===== src/rtl/accumulator_arbiter.sv =====
// accumulator_arbiter: shares one accumulator between N_REQ requester streams.
// Whole packets (up to the eot beat) are granted without interleaving. Each started
// packet pushes its owner index into a tag FIFO. Accumulator results are routed back
// to the owner at the FIFO head.
// Optional build macro: ACCUMULATOR_ARBITER_FIXED_PRIO_EN selects fixed priority
// (lowest index wins). When it is left undefined, round-robin arbitration is used.

// Protocol checker: a result must never arrive while no packet is outstanding.
module accumulator_arbiter_chk (
   input logic clk,
   input logic rst,
   input logic res_valid_i,
   input logic fifo_empty
);
   a_no_result_when_empty: assert property (
      @(posedge clk) disable iff (rst) !(res_valid_i && fifo_empty));
endmodule

module accumulator_arbiter #(
   parameter int N_REQ     = 2,
   parameter int W_DATA    = 16,
   parameter int TAG_DEPTH = 4
) (
   input  logic                            clk,
   input  logic                            rst,
   input  logic [N_REQ-1:0]                req_valid,
   output logic [N_REQ-1:0]                req_ready,
   input  logic [N_REQ*(2*W_DATA+1)-1:0]   req_data,
   output logic                            acc_valid,
   input  logic                            acc_ready,
   output logic [2*W_DATA:0]               acc_data,
   input  logic                            res_valid_i,
   output logic                            res_ready_o,
   input  logic [W_DATA-1:0]               res_data_i,
   output logic [N_REQ-1:0]                res_valid,
   input  logic [N_REQ-1:0]                res_ready,
   output logic [W_DATA-1:0]               res_data
);
   localparam int BEAT_W = 2*W_DATA + 1;
   localparam int IDX_W  = (N_REQ > 1) ? $clog2(N_REQ) : 1;
   localparam int AW     = $clog2(TAG_DEPTH);

   typedef enum logic {ST_IDLE = 1'b0, ST_LOCKED = 1'b1} state_t;

   state_t            state_q, state_d;
   logic [IDX_W-1:0]  owner_q, owner_d;
   logic [IDX_W-1:0]  rr_ptr_q;
   logic [IDX_W-1:0]  tag_mem_q [TAG_DEPTH];
   logic [AW-1:0]     wr_ptr_q, rd_ptr_q;
   logic [AW:0]       count_q;

   logic [IDX_W:0]    pick_s;
   logic [IDX_W-1:0]  grant_s, sel_s, head_s;
   logic              grant_found_s, sel_en_s;
   logic              beat_hs_s, beat_eot_s, push_s, pop_s;
   logic              fifo_full_s, fifo_empty_s;

   // First valid requester at or after ptr (cyclic); returns {found, index}.
   function automatic logic [IDX_W:0] rr_pick(input logic [N_REQ-1:0] valid,
                                               input logic [IDX_W-1:0] ptr);
      logic [IDX_W:0] res;
      int             cand;
      res = '0;
      for (int i = N_REQ-1; i >= 0; i--) begin
         cand = int'(ptr) + i;
         if (cand >= N_REQ) begin
            cand = cand - N_REQ;
         end else begin
            cand = cand;
         end
         if (valid[IDX_W'(cand)]) begin
            res = {1'b1, IDX_W'(cand)};
         end else begin
            res = res;
         end
      end
      return res;
   endfunction

   assign fifo_full_s  = (count_q == (AW+1)'(TAG_DEPTH));
   assign fifo_empty_s = (count_q == (AW+1)'(0));
   assign head_s       = tag_mem_q[rd_ptr_q];

   assign pick_s        = rr_pick(req_valid, rr_ptr_q);
   assign grant_found_s = pick_s[IDX_W];
   assign grant_s       = pick_s[IDX_W-1:0];

`ifdef ACCUMULATOR_ARBITER_FIXED_PRIO_EN
   // Fixed priority: scanning always starts at requester 0.
   assign rr_ptr_q = '0;
`else
   logic [IDX_W-1:0] rr_ptr_d;

   // Next round-robin pointer: one past the owner of the packet that just ended.
   always_comb begin
      rr_ptr_d = rr_ptr_q;
      if (beat_hs_s && beat_eot_s) begin
         if (sel_s == IDX_W'(N_REQ-1)) begin
            rr_ptr_d = '0;
         end else begin
            rr_ptr_d = sel_s + IDX_W'(1);
         end
      end else begin
         rr_ptr_d = rr_ptr_q;
      end
   end

   // Round-robin pointer register.
   always_ff @(posedge clk) begin
      if (rst) begin
         rr_ptr_q <= '0;
      end else begin
         rr_ptr_q <= rr_ptr_d;
      end
   end
`endif

   // Packet FSM next state plus the combinational forward of the selected requester.
   always_comb begin
      state_d  = state_q;
      owner_d  = owner_q;
      sel_s    = owner_q;
      sel_en_s = 1'b0;
      case (state_q)
         ST_IDLE: begin
            if (!fifo_full_s && grant_found_s) begin
               sel_s    = grant_s;
               sel_en_s = 1'b1;
            end else begin
               sel_s    = owner_q;
               sel_en_s = 1'b0;
            end
         end
         ST_LOCKED: begin
            sel_s    = owner_q;
            sel_en_s = 1'b1;
         end
         default: begin
            sel_s    = owner_q;
            sel_en_s = 1'b0;
         end
      endcase
      acc_valid  = sel_en_s & req_valid[sel_s];
      acc_data   = req_data[int'(sel_s)*BEAT_W +: BEAT_W];
      req_ready  = sel_en_s ? (N_REQ'(acc_ready) << sel_s) : '0;
      beat_hs_s  = acc_valid & acc_ready;
      beat_eot_s = acc_data[BEAT_W-1];
      push_s     = beat_hs_s & (state_q == ST_IDLE);
      if (beat_hs_s) begin
         if (beat_eot_s) begin
            state_d = ST_IDLE;
         end else begin
            state_d = ST_LOCKED;
            owner_d = sel_s;
         end
      end else begin
         state_d = state_q;
      end
   end

   // FSM state and packet owner registers.
   always_ff @(posedge clk) begin
      if (rst) begin
         state_q <= ST_IDLE;
         owner_q <= '0;
      end else begin
         state_q <= state_d;
         owner_q <= owner_d;
      end
   end

   // Result routing: only the head owner sees the result, and only while a tag is queued.
   always_comb begin
      res_data    = res_data_i;
      res_valid   = '0;
      res_ready_o = 1'b0;
      if (!fifo_empty_s) begin
         res_valid   = N_REQ'(res_valid_i) << head_s;
         res_ready_o = res_ready[head_s];
      end else begin
         res_valid   = '0;
         res_ready_o = 1'b0;
      end
      pop_s = res_valid_i & res_ready_o;
   end

   // Tag storage; entries are only read while the count says they are valid.
   always_ff @(posedge clk) begin
      if (push_s) begin
         tag_mem_q[wr_ptr_q] <= sel_s;
      end
   end

   // Tag FIFO pointers and occupancy; a push and pop in the same cycle leave count alone.
   always_ff @(posedge clk) begin
      if (rst) begin
         wr_ptr_q <= '0;
         rd_ptr_q <= '0;
         count_q  <= '0;
      end else begin
         if (push_s) begin
            wr_ptr_q <= wr_ptr_q + AW'(1);
         end
         if (pop_s) begin
            rd_ptr_q <= rd_ptr_q + AW'(1);
         end
         case ({push_s, pop_s})
            2'b10:   count_q <= count_q + (AW+1)'(1);
            2'b01:   count_q <= count_q - (AW+1)'(1);
            default: count_q <= count_q;
         endcase
      end
   end

   accumulator_arbiter_chk u_chk (
      .clk         (clk),
      .rst         (rst),
      .res_valid_i (res_valid_i),
      .fifo_empty  (fifo_empty_s)
   );
endmodule


===== config.mk =====
export PLATFORM = sky130hd
export DESIGN_NAME = accumulator_arbiter
export DESIGN_NICKNAME = d
export VERILOG_FILES = /design/src/rtl/accumulator_arbiter.sv
export SDC_FILE = /design/constraint.sdc
export NUM_CORES = 1
export LEC_CHECK = 0
export CAP_MARGIN = 25
export CORE_UTILIZATION = 32
export DETAILED_ROUTE_END_ITERATION = 10
export PLACE_DENSITY_LB_ADDON = 0.25
export SLEW_MARGIN = 20
export SYNTH_ARGS = -nofsm -noshare
export SYNTH_HDL_FRONTEND = slang
export SYNTH_SLANG_ARGS = --single-unit
export TNS_END_PERCENT = 30

===== constraint.sdc =====
create_clock -name clk -period 4.35 [get_ports clk]
set_clock_uncertainty 0.1 [all_clocks]
set_input_delay 1.305 -clock clk [delete_from_list [all_inputs] [get_ports clk]]
set_output_delay 1.305 -clock clk [all_outputs]
set_load 0.1 [all_outputs]

After elaboration in Yosys (flattened, before gate mapping)
Memories as Yosys holds them, arrays and structs flattened. A register that Yosys moved wholly into a read port is not among the register bits.
Cells that the tools add are included.
Word-level totals
  flip-flop bits (word level): 10
  latch bits: 0
  bits in writable memories: 4
  ROM bits: 0
  input bits: 90
  word-level logic and storage cells: 66
  memories kept: 1
Memories
  tag_mem_q: depth 4, width 1, rd ports 1, clocked after memory_dff 1, wr ports 1, RTL line 48  | logic [IDX_W-1:0] tag_mem_q [TAG_DEPTH];
Operators by class
  add/sub/neg operators: 8
  $mul: 1
  divide/modulo/power cells: 0
  magnitude comparators: 6
  equality and inequality tests: 3
  shift-type cells: 3
  multiplexer cells: 26
  bitwise gates (word level): 6
  reduce and logical (&&, ||, !) cells: 6
Operators by type and width (number)
  66-bit by 8-bit variable part select with 33-bit output: 1
  1-bit two-way mux: 17
  2-bit two-way mux: 6
  1-bit by 6-bit multiplier with 7-bit output (second input constant): 1
  1-bit by 3-bit less-than comparator with 1-bit output (second input constant): 2
  3-bit one-hot mux with 2 select lines: 1
  2-bit by 1-bit adder with 2-bit output (second input constant): 2
  1-bit AND: 4
  1-bit by 2-bit less-than comparator with 1-bit output (second input constant): 2
  1-bit one-hot mux with 2 select lines: 2
  1-bit by 1-bit << shifter with 2-bit output: 2
  3-bit by 1-bit adder with 3-bit output (second input constant): 1
  3-bit equality test (second input constant): 1
  3-bit logical NOT: 1
  3-bit by 1-bit subtractor with 3-bit output (second input constant): 1
  1-bit by 1-bit adder with 2-bit output (second input constant): 1
  2-bit by 1-bit equality test with 1-bit output (second input constant): 1
  2-bit equality test (second input constant): 1
  1-bit by 2-bit greater-or-equal comparator with 1-bit output (second input constant): 1
  2-bit greater-or-equal comparator (second input constant): 1
  1-bit logical AND: 2
  1-bit NOT: 2
  2-bit AND reduction: 1
  2-bit nonzero test: 1
  other kinds (3): 4

Depth between registers and ports, before layout
Gate-level depths: netlist of the first run.
  word-level depth: 18
  gate-level depth with buffers: 9
  gate-level depth less buffers: 9

Worst setup path before layout of the first run
OpenSTA, ideal clock, no wires.
  kind: input to output
  start point: input port req_valid[0]
  end point: output port req_ready[1]
  arrival time: 3459 ps
  path slack: -514 ps
  stages: 6
  cells stage by stage: nor2b_1 > and3_4 > nand2b_4 > buf_6 > buf_6 > nor2b_1
On the way
  word-level cells in the longest chain between the ends: 9
  elaborated cells between the ends (all ways): 13
  classes of those cells: shift (1); mux (11); reduce/logical (1)
RTL lines
  start, declared: RTL line 26  | input logic [N_REQ-1:0] req_valid,
  1-bit two-way mux (not written as such) (2 in a row): RTL line 71  | if (valid[IDX_W'(cand)]) begin
  2-bit two-way mux: RTL line 71
  2-bit two-way mux *: RTL line 71
  1-bit logical AND: RTL line 126  | if (!fifo_full_s && grant_found_s) begin
  1-bit two-way mux *: RTL line 126
  1-bit one-hot mux with 2 select lines *: RTL line 124  | case (state_q)
  via sel_s: RTL line 53  | logic [IDX_W-1:0] grant_s, sel_s, head_s;
  1-bit by 1-bit << shifter with 2-bit output *: RTL line 145  | req_ready = sel_en_s ? (N_REQ'(acc_ready) << sel_s) : '0;
  2-bit two-way mux *: RTL line 145
  end, declared: RTL line 27  | output logic [N_REQ-1:0] req_ready,
Mark *: on every way through the listed nets, which the timed path passes. The rest lies on a longest branch. The select of a mux whose other input is x is not followed.

Worst setup path in the final report of the first run
  start point: input port req_valid[0]
  end point: output port req_ready[0]
On the way
  word-level cells in the longest chain between the ends: 9
  elaborated cells between the ends (all ways): 13
  classes of those cells: shift (1); mux (11); reduce/logical (1)
RTL lines (RTL line)
  1-bit two-way mux (not written as such) (2 in a row): 71
  2-bit two-way mux: 71
  2-bit two-way mux *: 71
  1-bit logical AND: 126
  1-bit two-way mux: 126
  1-bit one-hot mux with 2 select lines: 124
  1-bit by 1-bit << shifter with 2-bit output: 145
  2-bit two-way mux *: 145
Mark *: on every way between the ends. The rest lies on a longest branch, timed or not. The select of a mux whose other input is x is not followed.

==> flow_metrics.py, run 1 <==
metrics = {
    "status": {
        "status": "completed",
    },
    "hold_path": {
        "hp-class": "register to register",
    },
    "floorplanning": {
        "io_pins": 145,
        "start_util_pct": 33.45,
        "die_x_um": 69.46,
        "die-area_um2": 4825,
        "die_h_um": 69.46,
        "coreArea_um2": 4354,
        "rows": 24,
    },
    "pwr": {
        "p_leak_uw": 0.001314,
        "powerDensity_nw_per_um2": 251.6,
        "vdd_drop_max_uv": 164.8,
        "finalPower_uw": 793.8,
    },
    "synthesis": {
        "synth_ff_type": "dfxtp_1",
        "synthTopCellsByArea": "mux2_2, dfxtp_1, buf_4",
        "synth_compound_area_share_pct": 9.021,
        "synth.top_cell.area_share_pct": 25.52,
        "synthXorXnorAreaFrac_pct": 1.203,
        "async_reset_ff_share_pct": 0,
        "yosys.area.top_type": "mux2_2",
        "synth.area.mux_share_pct": 30.50,
        "synth-simple-area-share_pct": 14.95,
        "syn-instance-count": 148,
        "synth_top_family_by_area": "multiplexers",
        "ys_ff_latch": 16,
        "synth_cell_types": 40,
        "mappedNetlistArea_um2": 1456,
        "synth_nets": 244,
        "ys.warnings.count": 0,
        "synth_edf_count": 4,
        "avgSynthCellArea_um2": 9.841,
        "synth-adder-area-share_pct": 5.670,
        "yosysSeqAreaShare_pct": 24.74,
    },
    "clock_network": {
        "htreeDepth": 1,
        "insertion_delay_ps": 250,
        "cts_buffer_depth": 2,
        "clk_pin_slew_worst_paths_ps": 60,
        "cts_tree": "done",
        "clockRootBuffer": "clkbuf_8",
        "numCtsBuffers": 3,
        "cts_sinks": 16,
        "hold_buffers": 0,
    },
    "worst_setup_path": {
        "reg2reg_from": "tag_mem_q[3]$_DFFE_PP_",
        "critPathSlowestCell": "dlygate4sd2_1",
        "worst-path-max-fanout": 8,
        "path_buf_inv": 5,
        "reg2reg_depth": 9,
        "crit_type": "primary input to output pin",
        "crit_path_start": "req_valid[0]",
        "reg2reg_slack_ps": 1580,
        "arrival_ps": 2820,
        "crit_family": "buffers and inverters",
        "cp_num_cells": 9,
        "r2r-end": "count_q[2]$_SDFFE_PP0P_",
        "crit_top_cell": "buf_12",
        "crit_end": "req_ready[0]",
        "crit_required_ps": 2940,
        "end_kind": "output pin",
        "crit_path_start_kind": "primary input",
        "crit_chain": "dlygate4sd2_1 > nor2b_4 > and3_4 > nand2b_4 > buf_12 > buf_6 > buf_4 > nor2_1 > buf_12",
        "max_stage_delay_ps": 240,
    },
    "finish": {
        "syn2layout_area_growth_pct": 116.7,
        "layout_common_cells": "clkdlybuf4s50_1, buf_12, mux2_4",
        "final_cells": 306,
        "drive_gt1_share_pct": 37.55,
        "layout.nets": 350,
        "nFillCells": 309,
        "layout_commonest_cell": "clkdlybuf4s50_1",
    },
    "grt": {
        "grt_pass1_wl_um": 8038,
        "grt_max_degree": 12,
        "antenna_found_initial": 1,
        "grt_util_all_layers_pct": 21.31,
        "grt_remaining_overflow": 0,
        "grt_pass1_vias": 1631,
    },
    "place": {
        "preCtsSetupSlack_ps": -159.9,
        "port_buffers": 112,
        "hpwl_um": 3907,
        "dp.cells": 296,
        "routabilityCongestion": 0.8119,
    },
    "timing": {
        "max_slew.worst_pin.slew_ps": 420.8,
        "min_period_ps": 4225,
        "setup_ws_ps": 125.1,
        "fmax_mhz": 236.7,
        "setup_violations": 0,
        "rsz0062_at_grt": "false",
        "hold_viol_final": 0,
        "maxSlewHeadroom_pct": 71.86,
        "drv_slew": 0,
        "period_share_pct": 97.12,
        "holdWs_ps": 402.5,
        "fin_setup_tns_ps": 0,
    },
    "flow_run": {
        "drv_cap": 0,
    },
    "routing": {
        "avgViaCountPerCell": 4.964,
        "wl_per_cell_um": 16.36,
        "drt_iter0_markers": 29,
        "postRouteAntennaNets": 0,
        "vias": 1519,
        "dr.pass1.iters": 4,
        "drt-total-wl_um": 5005,
        "post-route-drc-count": 0,
    },
}
[layout make-up]
| cell class | instances | area, µm² | area share, % |
|---|---|---|---|
| timing repair buffer | 122 | 1654 | 52.42 |
| multi-input combinational | 102 | 994.7 | 31.52 |
| sequential | 16 | 360.3 | 11.42 |
| tap | 52 | 65.06 | 2.062 |
| clock buffer | 4 | 45.04 | 1.427 |
| inverter | 9 | 33.78 | 1.071 |
| antenna | 1 | 2.502 | 0.07930 |
[cells by family (layout without fill, tap and decap cells)]
family | count (synthesis) | in the layout
mux | 38 | 38
simple gates | 38 | 38
buf+inv | 30 | 135
compound gates | 18 | 18
flops | 16 | 16
fa+ha+maj | 6 | 6
xor+xnor | 2 | 2
other cells | 0 | 1
[how the worst min path moves through the flow]
stage,start,end,slack (ps),depth (start not counted)
final,count_q[2]$_SDFFE_PP0P_,count_q[2]$_SDFFE_PP0P_,400,2
after CTS,count_q[2]$_SDFFE_PP0P_,count_q[2]$_SDFFE_PP0P_,400,2
after detailed placement,count_q[2]$_SDFFE_PP0P_,count_q[2]$_SDFFE_PP0P_,390,2
after floorplan,wr_ptr_q[0]$_SDFFE_PP0P_,wr_ptr_q[0]$_SDFFE_PP0P_,370,2
after global routing,wr_ptr_q[1]$_SDFFE_PP0P_,wr_ptr_q[1]$_SDFFE_PP0P_,440,2
after global placement,count_q[2]$_SDFFE_PP0P_,count_q[2]$_SDFFE_PP0P_,380,2
[synthesized netlist by cell type, types with 2 or more instances]
library cell / n
nor2_1: 9
and3_1: 2
nand2_1: 7
mux2_2: 33
buf_4: 16
o21ai_0: 3
edfxtp_1: 4
and2_1: 4
mux2i_1: 2
nor2b_1: 5
dfxtp_1: 12
buf_6: 4
inv_1: 9
ha_1: 5
mux2_4: 2
xor2_1: 2
a21oi_1: 4
a41o_1: 2
nand2b_1: 2
[layer usage]
metal | wire length [µm] | global-route usage, % | up-vias
li1 | - | - | 717
met1 | 1791 | 22.16 | 699
met4 | 140 | 5.442 | 0
met3 | 570 | 10.61 | 10
met2 | 2503 | 37.86 | 93
met5 | 0 | 0 | -
[timing repair]
item                                    4_1_cts  5_1_grt
endpoints found under the hold margin         0        0
gates resized for setup                      32        0
buffers inserted                              4        0
endpoints found under the setup margin       32        0
[report_power, final]
part	internal (µW)	switching, µW	total (µW)
sequential	161	7.31	168
combinational	223	285	508
clock	65.0	53.3	118
total	449	345	794
[tightest hold or removal path, delay by kind of cell (launching register included)]
kind,cells,cell delay [ps]
AO/OA/AOI/OAI,2,130
flip-flops,1,320
[metrics by stage]
stage / utilization [%] / area (µm²)
5_1_grt: 72.47 / 3156
3_5_place_dp: 67.56 / 2942
6_report: 72.47 / 3156
4_1_cts: 72.41 / 3153
3_3_place_gp: 67.56 / 2942
2_1_floorplan: - / 1459
(Power assumes the default switching activity.)
==> run 2: changes to the inputs <==
--- a/config.mk
+++ b/config.mk
@@ -9,6 +9,7 @@
 export CORE_UTILIZATION = 32
 export DETAILED_ROUTE_END_ITERATION = 10
 export PLACE_DENSITY_LB_ADDON = 0.25
+export RECOVER_POWER = 25
 export SLEW_MARGIN = 20
 export SYNTH_ARGS = -nofsm -noshare
 export SYNTH_HDL_FRONTEND = slang
==> run 2 against run 1 <==
Compared with the run above: via count decreased by 0.92%; sequential cell count unchanged; global-route usage unchanged; first-iteration DRC count is 10% higher; core utilization is the same; sequential share of layout area unchanged; maximum frequency barely moved; clock power about the same; cell area did not move; non-clock buffer count did not move; critical endpoint unchanged.
==> flow_metrics.py, run 2 (synthesized netlist as in run 1, its figures left out) <==
metrics = {
    "flow_run": {
        "drv_cap": 0,
    },
    "pwr": {
        "p_leak_uw": 0.001313,
        "vdd_drop_max_uv": 164.7,
        "powerDensity_nw_per_um2": 251.2,
    },
    "finish": {
        "layout.nets": 350,
        "layout_common_cells": "clkdlybuf4s50_1, buf_12, mux2_4",
        "layout_commonest_cell": "clkdlybuf4s50_1",
        "drive_gt1_share_pct": 37.15,
        "syn2layout_area_growth_pct": 116.7,
        "postLayoutCoreUtil_pct": 72.47,
        "final_cell_area_um2": 3156,
    },
    "worst_setup_path": {
        "crit_type": "primary input to output pin",
        "path_buf_inv": 5,
        "arrival_ps": 2820,
        "crit_family": "buffers and inverters",
        "critPathSlowestCell": "dlygate4sd2_1",
        "worst-path-max-fanout": 8,
        "crit_top_cell": "buf_12",
        "end_kind": "output pin",
        "crit_path_start_kind": "primary input",
        "crit_chain": "dlygate4sd2_1 > nor2b_4 > and3_4 > nand2b_4 > buf_12 > buf_6 > buf_4 > nor2_1 > buf_12",
        "max_stage_delay_ps": 240,
        "crit_required_ps": 2940,
    },
    "floorplanning": {
        "start_util_pct": 33.45,
        "io_pins": 145,
        "die-area_um2": 4825,
        "die_x_um": 69.46,
        "die_h_um": 69.46,
        "coreArea_um2": 4354,
        "rows": 24,
    },
    "routing": {
        "wl_per_cell_um": 16.34,
        "avgViaCountPerCell": 4.918,
        "postRouteAntennaNets": 0,
        "dr.pass1.iters": 4,
        "post-route-drc-count": 0,
        "drt-total-wl_um": 5000,
        "drt_iter0_markers": 32,
        "vias": 1505,
    },
    "clock_network": {
        "cts_sinks": 16,
        "htreeDepth": 1,
        "numCtsBuffers": 3,
        "cts_tree": "done",
        "cts_buffer_depth": 2,
        "insertion_delay_ps": 250,
        "clockRootBuffer": "clkbuf_8",
        "clk_pin_slew_worst_paths_ps": 60,
        "hold_buffers": 0,
    },
    "grt": {
        "grt_pass1_vias": 1631,
        "grt_remaining_overflow": 0,
        "grt_max_degree": 12,
        "grt_util_all_layers_pct": 21.31,
        "grt_pass1_wl_um": 8038,
        "antenna_found_initial": 1,
    },
    "timing": {
        "drv_slew": 0,
        "fin_setup_tns_ps": 0,
        "fmax_mhz": 236.7,
        "maxSlewHeadroom_pct": 72.29,
        "rsz0062_at_grt": "false",
        "min_period_ps": 4225,
        "period_share_pct": 97.13,
        "max_slew.worst_pin.slew_ps": 414.3,
        "hold_viol_final": 0,
        "setup_violations": 0,
    },
    "place": {
        "port_buffers": 112,
        "hpwl_um": 3907,
        "dpl-instance-area_um2": 2942,
        "routabilityCongestion": 0.8119,
    },
    "hold_path": {
        "hp-class": "register to register",
    },
    "status": {
        "status": "completed",
    },
}
[run 2: cell types whose count changed in the layout (fill, tap and decap cells not counted)]
| cell | previous run | this run |
|---|---|---|
| and2_1 | 4 | 1 |
| and2_0 | 0 | 3 |
| mux2_2 | 10 | 9 |
| clkdlybuf4s50_1 | 72 | 69 |
| dlygate4sd3_1 | 0 | 3 |
| mux2_1 | 0 | 1 |
[run 2: layer usage]
metal	global-route usage (%)	share of wire, %
met1	22.16	36
met2	37.86	50
met3	10.61	11
met4	5.442	2.8
met5	0	0
[run 2: where the power goes]
group / leakage [µW] / total [µW] / internal (µW) / switching (µW)
Sequential: 0.000132 / 168 / 161 / 7.29
Clock: 0.0000228 / 118 / 65.0 / 53.0
Combinational: 0.00116 / 507 / 222 / 285
Total: 0.00131 / 793 / 448 / 345
[run 2: path summary, 6_finish.rpt]
| path | start | end | slack, ps | cells past startpoint |
|---|---|---|---|---|
| min | count_q[2]$_SDFFE_PP0P_ | count_q[2]$_SDFFE_PP0P_ | 400 | 2 |
| max reg2reg | tag_mem_q[3]$_DFFE_PP_ | count_q[2]$_SDFFE_PP0P_ | 1580 | 9 |
| max | req_valid[0] | req_ready[0] | 120 | 9 |
| min reg2reg | count_q[2]$_SDFFE_PP0P_ | count_q[2]$_SDFFE_PP0P_ | 400 | 2 |
[run 2: area by class of cell]
class                      count  area (µm²)
antenna                        1       2.502
clock buffer                   4       45.04
fill                         309        1199
inverter                       9       33.78
multi-input combinational    102       994.7
sequential                    16       360.3
tap                           52       65.06
timing repair buffer         122        1654
[run 2: worst min-delay path, cell delays in order, from the launching register on]
cell	delay (ps)
dfxtp_1	320
o21ai_0	70
a21oi_1	60
[run 2: what timing repair did]
| action | 4_1_cts | 5_1_grt |
|---|---|---|
| endpoints found under the hold margin | 0 | 0 |
| endpoints found under the setup margin | 32 | 0 |
| setup buffers | 4 | 0 |
| gates resized for setup | 32 | 0 |
[run 2: per-stage QoR]
stage	setup slack [ps]	std cells	power, µW	hold WS (ps)
floorplan	-349.2	148	521.1	365.8
global placement	-146.0	296	655.0	380.3
detailed placement	-159.9	296	659.4	390.6
CTS	110.6	305	797.2	401.1
global route	66.81	306	823.8	438.0
finish	125.0	306	792.7	402.6
